<file path="config.mk">
export PLATFORM = sky130hd
export DESIGN_NAME = load_store_unit
export DESIGN_NICKNAME = d
export VERILOG_FILES = /design/src/rtl/load_store_unit.sv
export SDC_FILE = /design/constraint.sdc
export NUM_CORES = 1
export LEC_CHECK = 0
export CAP_MARGIN = 10
export CORE_UTILIZATION = 49
export DETAILED_ROUTE_END_ITERATION = 7
export PLACE_DENSITY = 0.9
export SYNTH_ARGS = -nofsm -noshare
export SYNTH_HDL_FRONTEND = slang
export SYNTH_SLANG_ARGS = --single-unit
</file>
<file path="constraint.sdc">
create_clock -name clk -period 6.9 [get_ports clk]
set_clock_uncertainty 0.2 [all_clocks]
set_input_delay 1.725 -clock clk [delete_from_list [all_inputs] [get_ports clk]]
set_output_delay 1.725 -clock clk [all_outputs]
set_load 0.03 [all_outputs]
</file>
<file path="src/rtl/load_store_unit.sv">
// Single-outstanding RV32I load/store unit: lane steering, sign/zero extension, bus handshake.
// Define LSU_MISALIGN_SPLIT_EN to split word-spanning accesses into two bus transactions.
module load_store_unit #(
   parameter int unsigned ADDR_W = 32
) (
   input  logic              clk,
   input  logic              rst,
   input  logic              req_valid,
   output logic              req_ready,
   input  logic              req_we,
   input  logic [2:0]        req_funct3,
   input  logic [ADDR_W-1:0] req_addr,
   input  logic [31:0]       req_wdata,
   output logic              resp_valid,
   output logic [31:0]       resp_rdata,
   output logic              resp_err,
   output logic              mem_req,
   output logic              mem_we,
   output logic [ADDR_W-1:0] mem_addr,
   output logic [31:0]       mem_wdata,
   output logic [3:0]        mem_wstrb,
   input  logic              mem_gnt,
   input  logic              mem_rvalid,
   input  logic [31:0]       mem_rdata
);

`ifdef LSU_MISALIGN_SPLIT_EN
   localparam bit SPLIT_EN = 1'b1;
`else
   localparam bit SPLIT_EN = 1'b0;
`endif

   typedef enum logic [2:0] {IDLE, REQ0, WAIT0, REQ1, WAIT1, RESP} state_t;

   state_t            state;
   logic              lat_we;
   logic [2:0]        lat_funct3;
   logic [ADDR_W-1:0] lat_addr;
   logic [31:0]       lat_wdata;
   logic [31:0]       lo_word;

   // Byte-lane enables over two consecutive words; low nibble is the first word.
   function automatic logic [7:0] lane_mask(input logic [1:0] sz, input logic [1:0] off);
      logic [7:0] m;
      case (sz)
         2'b00:   m = 8'h01;
         2'b01:   m = 8'h03;
         default: m = 8'h0F;
      endcase
      return m << off;
   endfunction

   function automatic logic [63:0] lane_data(input logic [31:0] d, input logic [1:0] off);
      return {32'h0, d} << {off, 3'b000};
   endfunction

   function automatic logic spans(input logic [1:0] sz, input logic [1:0] off);
      logic [2:0] sum;
      case (sz)
         2'b00:   sum = 3'({1'b0, off}) + 3'd1;
         2'b01:   sum = 3'({1'b0, off}) + 3'd2;
         default: sum = 3'({1'b0, off}) + 3'd4;
      endcase
      return (sz == 2'b10 && off != 2'b00) || sum > 3'd4;
   endfunction

   function automatic logic illegal(input logic we, input logic [2:0] f3);
      if (we) return f3[2] || (f3[1:0] == 2'b11);
      return (f3 == 3'b011) || (f3[2:1] == 2'b11);
   endfunction

   // Pair is {second word, first word}; the access starts at byte off of the pair.
   function automatic logic [31:0] load_ext(input logic [63:0] pair, input logic [1:0] off,
                                            input logic [2:0] f3);
      logic [31:0] d;
      d = 32'(pair >> {off, 3'b000});
      case (f3[1:0])
         2'b00:   return {{24{d[7]  & ~f3[2]}}, d[7:0]};
         2'b01:   return {{16{d[15] & ~f3[2]}}, d[15:0]};
         default: return d;
      endcase
   endfunction

   logic [1:0]        acc_off, lat_off;
   logic              acc_err, lat_spans;
   logic [63:0]       acc_lanes, lat_lanes;
   logic [7:0]        acc_mask, lat_mask;
   logic [ADDR_W-1:0] lat_word;

   assign acc_off   = req_addr[1:0];
   assign acc_err   = illegal(req_we, req_funct3) ||
                      (spans(req_funct3[1:0], acc_off) && !SPLIT_EN);
   assign acc_lanes = lane_data(req_wdata, acc_off);
   assign acc_mask  = lane_mask(req_funct3[1:0], acc_off);
   assign lat_off   = lat_addr[1:0];
   assign lat_spans = spans(lat_funct3[1:0], lat_off);
   assign lat_lanes = lane_data(lat_wdata, lat_off);
   assign lat_mask  = lane_mask(lat_funct3[1:0], lat_off);
   assign lat_word  = {lat_addr[ADDR_W-1:2], 2'b00};

   always_ff @(posedge clk or posedge rst) begin
      if (rst) begin
         state      <= IDLE;
         req_ready  <= 1'b1;
         resp_valid <= 1'b0;
         resp_rdata <= 32'h0;
         resp_err   <= 1'b0;
         mem_req    <= 1'b0;
         mem_we     <= 1'b0;
         mem_addr   <= '0;
         mem_wdata  <= 32'h0;
         mem_wstrb  <= 4'h0;
         lat_we     <= 1'b0;
         lat_funct3 <= 3'h0;
         lat_addr   <= '0;
         lat_wdata  <= 32'h0;
         lo_word    <= 32'h0;
      end else begin
         case (state)
            IDLE: if (req_valid) begin
               lat_we     <= req_we;
               lat_funct3 <= req_funct3;
               lat_addr   <= req_addr;
               lat_wdata  <= req_wdata;
               req_ready  <= 1'b0;
               if (acc_err) begin
                  state      <= RESP;
                  resp_valid <= 1'b1;
                  resp_err   <= 1'b1;
                  resp_rdata <= 32'h0;
               end else begin
                  state     <= REQ0;
                  mem_req   <= 1'b1;
                  mem_we    <= req_we;
                  mem_addr  <= {req_addr[ADDR_W-1:2], 2'b00};
                  mem_wdata <= req_we ? acc_lanes[31:0] : 32'h0;
                  mem_wstrb <= req_we ? acc_mask[3:0] : 4'h0;
               end
            end
            REQ0: if (mem_gnt) begin
               mem_req <= 1'b0;
               state   <= WAIT0;
            end
            WAIT0: if (mem_rvalid) begin
               if (SPLIT_EN && lat_spans) begin
                  lo_word   <= mem_rdata;
                  state     <= REQ1;
                  mem_req   <= 1'b1;
                  mem_addr  <= lat_word + ADDR_W'(4);
                  mem_wdata <= lat_we ? lat_lanes[63:32] : 32'h0;
                  mem_wstrb <= lat_we ? lat_mask[7:4] : 4'h0;
               end else begin
                  state      <= RESP;
                  resp_valid <= 1'b1;
                  resp_err   <= 1'b0;
                  resp_rdata <= lat_we ? 32'h0 : load_ext({32'h0, mem_rdata}, lat_off, lat_funct3);
               end
            end
            REQ1: if (mem_gnt) begin
               mem_req <= 1'b0;
               state   <= WAIT1;
            end
            WAIT1: if (mem_rvalid) begin
               state      <= RESP;
               resp_valid <= 1'b1;
               resp_err   <= 1'b0;
               resp_rdata <= lat_we ? 32'h0 : load_ext({mem_rdata, lo_word}, lat_off, lat_funct3);
            end
            RESP: begin
               state      <= IDLE;
               resp_valid <= 1'b0;
               resp_err   <= 1'b0;
               resp_rdata <= 32'h0;
               req_ready  <= 1'b1;
            end
            default: begin
               state     <= IDLE;
               req_ready <= 1'b1;
               mem_req   <= 1'b0;
            end
         endcase
      end
   end

endmodule

</file>
==> run_results.csv <==
group,metric,value,unit
synth,yosys_most_used_dff,"dfrtp_1",
die,die_h,113,microns
layout,antennaDiodeCount,0,
run_status,run_status,"finished, final reports clean",
route,routed_via_count_divided_by_cell_count,6.02,
timing,final.min_clock_period,4.94,ns
clock_tree,cts_max_level,3,
timing,final.period_utilization,71.7,%
pwr,power-per-cell-area,427,nW/um^2
grt,number_of_global_route_vias_before_repair,5370,
route,drt_wl_total,17400,microns
setup_path,cp.arrival,5.03,ns
layout,areaGrowthSynthToFinish,39.7,%
timing,achievable-frequency,202,MHz
layout,drive_gt1_share,15.3,%
synth,seq_area_frac_synth,46.5,%
timing,setup_viol,0,
synth,synth.distinct_cells,56,
pwr,total_leakage_power,3.58,nW
setup_path,timing.critical_path.slowest_stage_cell,"nor3b_2",
grt,track_usage,27.9,%
die,placement_row_count,40,
pwr,power.ir.vdd_worst,0.310,mV
setup_path,crit_type,"in2reg",
synth,synthTopCellsByArea,"dfrtp_1, mux2_2, mux2_4",
setup_path,r2r_start,"state[1]",
die,die_footprint,12800,sq um
clock_tree,post_cts_hold_buffer_count,0,
synth,most_numerous_cell_in_the_yosys_netlist,"dfrtp_1",
hold_path,min_path_cells,2,
grt,number_of_antenna_violations_at_the_first_check_in_global_routing,0,
timing,tightest_slew,1.13,ns
clock_tree,clock_tree.root_cell,"clkbuf_16",
setup_path,worst_ep_required_time,6.99,ns
route,detail_route.wl_per_cell,19.8,microns
layout,design_area,8430,sq um
synth,synth_largest_area_cell,"dfrtp_1",
die,boundaryPins,210,
clock_tree,postCtsSetupBuffers,0,
synth,synthTopCellsByCount,"dfrtp_1, mux2_2, o21ai_0, a21oi_1, nand2_1",
grt,overflow,0,
timing,rsz0062_at_grt,"false",
hold_path,min_from,"mem_wdata[13]",
synth,synth_edf_count,0,
setup_path,timing.rr.end,"mem_wdata[7]",
synth,synthesis.area,6030,sq um
timing,final-hold-violation-count,0,
setup_path,crit_path_start_kind,"primary input",
hold_path,hold_path_end,"mem_wdata[13]",
synth,synthCells,549,
clock_tree,cts_tree,"yes",
synth,synth_top_area_share,46.0,%
clock_tree,cts_sinks,112,
setup_path,worst-r2r-setup-slack,3.75,ns
route,detailroute.via_count,5301,
route,drcViolationCount,0,
pwr,power.total,3.60,mW
place,port_buffers,207,
synth,asyncSetResetFlopFracSynth,100,%
place,dpl_cell_area,8130,sq um
clock_tree,cts.path.max_buffers,2,
place,dp_hpwl,12400,microns
synth,ys_ff_latch,112,
setup_path,critPathCaptureType,"flip-flop",
die,starting_density_of_the_core,50.2,%
clock_tree,insertion_delay,0.36,ns
timing,slew_headroom,24.0,%
setup_path,r2r_cells,5,
clock_tree,tritoncts.num_buffers,9,
timing,report.final.slew_viol_count,0,
setup_path,critPathMaxStageDelay,0.98,ns
route,first_iter_violations,441,
route,drt.antenna.violating_nets,0,
grt,grt_pass1_wl,27800,microns
place,gpl.final_weighted_congestion,0.910,
setup_path,worstPathMaxFanout,39,
layout,nNetsFinal,835,
job,maxcap_violations,0,
die,chipWidth,113,microns
clock_tree,quantity_of_gates_resized_following_cts,0,
layout,layout.filler_cells,856,
setup_path,path_cells,"clkdlybuf4s50_1 -> buf_4 -> inv_1 -> ha_1 -> nand2b_1 -> a31oi_1 -> o211ai_1 -> nor3b_2 -> a32o_1",
route,drt_pass1_iterations,5,
timing,fin_setup_tns,0,ns
grt,grt_start_max_net_pins,67,
synth,ys_warn_count,32,
hold_path,worstHoldPathType,"reg2reg",
die,design.core.area,12000,sq um
clock_tree,cts.reportedPaths.clkPinSlew,0.07,ns
synth,avgSynthCellArea,11.0,sq um
==> worst max-delay path, delay by kind of cell <==
family / cells / cell delay [ns]
adders and majority gates: 1 / 0.30
AOI/OAI and AO/OA: 3 / 0.88
and+or+nand+nor: 2 / 1.14
buffers and inverters: 3 / 0.96
==> worst max path at each step <==
stage	depth (start not counted)	slack (ns)	endpoint	start
finish	9	1.96	mem_wdata[7]	req_addr[1]
CTS	9	1.99	mem_wdata[7]	req_addr[1]
floorplan	1	2.02	lat_addr[0]	rst
detailed placement	9	1.66	mem_wdata[7]	req_addr[1]
global placement	9	1.87	mem_wdata[0]	req_addr[1]
global route	9	1.71	mem_wdata[7]	req_addr[1]
==> final cells by class <==
class	count	area (sq um)	area share, %
inverters	12	47.5	0.564
clock inverters	6	68.8	0.817
well taps	147	184	2.18
flip-flops and latches	112	2800	33.3
clock buffers	10	229	2.72
repair buffers	213	2120	25.2
multi-input cells	380	2970	35.2
==> flip-flops by register name, summed over array words and instances, names as in the netlist <==
register	cells
lat_we	1
mem_addr	30
state	3
resp_valid	1
req_ready	1
lat_addr	2
resp_err	1
mem_req	1
mem_wstrb	4
lat_funct3	3
mem_wdata	32
resp_rdata	32
mem_we	1
==> cell families (layout without fill, tap and decap cells) <==
kind of cell	count (synthesis)	in the layout	share of synthesized area, %
fa+ha+maj	2	2	0.415
xor+xnor	2	2	0.290
flops	112	112	46.5
buf+inv	58	241	4.69
simple gates	109	109	8.88
compound gates	155	155	17.6
other cells	1	2	0.0622
mux	110	110	21.6
==> routing by layer <==
metal	part of all wire, %	track usage [%]	vias to the layer above
li1	-	-	2380
met1	39	35.2	2564
met2	49	46.2	324
met3	10	7.55	33
met4	1.9	10.4	0
met5	0	0	-
==> per-stage QoR <==
step,setup WS (ns),util (%),hold slack [ns],instances
5_1_grt,1.71,70.1,0.318,880
4_1_cts,1.99,70.1,0.281,880
6_report,1.96,70.1,0.280,880
3_3_place_gp,1.87,67.7,0.263,864
3_5_place_dp,1.66,67.7,0.265,864
2_1_floorplan,2.02,-,0.295,550
==> where the power goes <==
part / total, mW / switching, mW / internal, mW
combinational: 1.91 / 1.02 / 0.885
sequential: 1.15 / 0.237 / 0.915
clock: 0.535 / 0.251 / 0.284
total: 3.60 / 1.51 / 2.08
==> placed cells by master, fill, tap and decap left out, types with 4 or more instances in the layout <==
cell type | Yosys | layout
a211oi_1 | 15 | 15
clkdlybuf4s50_1 | 0 | 206
a21oi_1 | 37 | 37
mux2_2 | 52 | 52
nand2b_1 | 5 | 5
a222oi_1 | 5 | 5
o31ai_1 | 9 | 9
mux2_4 | 25 | 25
dfrtp_1 | 111 | 111
nand2_1 | 36 | 36
clkbuf_16 | 0 | 9
o21ai_0 | 38 | 38
o221ai_1 | 8 | 8
nor2_1 | 30 | 30
a22o_1 | 9 | 9
inv_1 | 12 | 11
o21ba_2 | 4 | 4
nor2b_1 | 10 | 10
a32o_1 | 8 | 8
buf_4 | 2 | 5
nand3_1 | 9 | 9
mux2i_1 | 32 | 32
No activity file was read; power rests on OpenSTA's default activity.
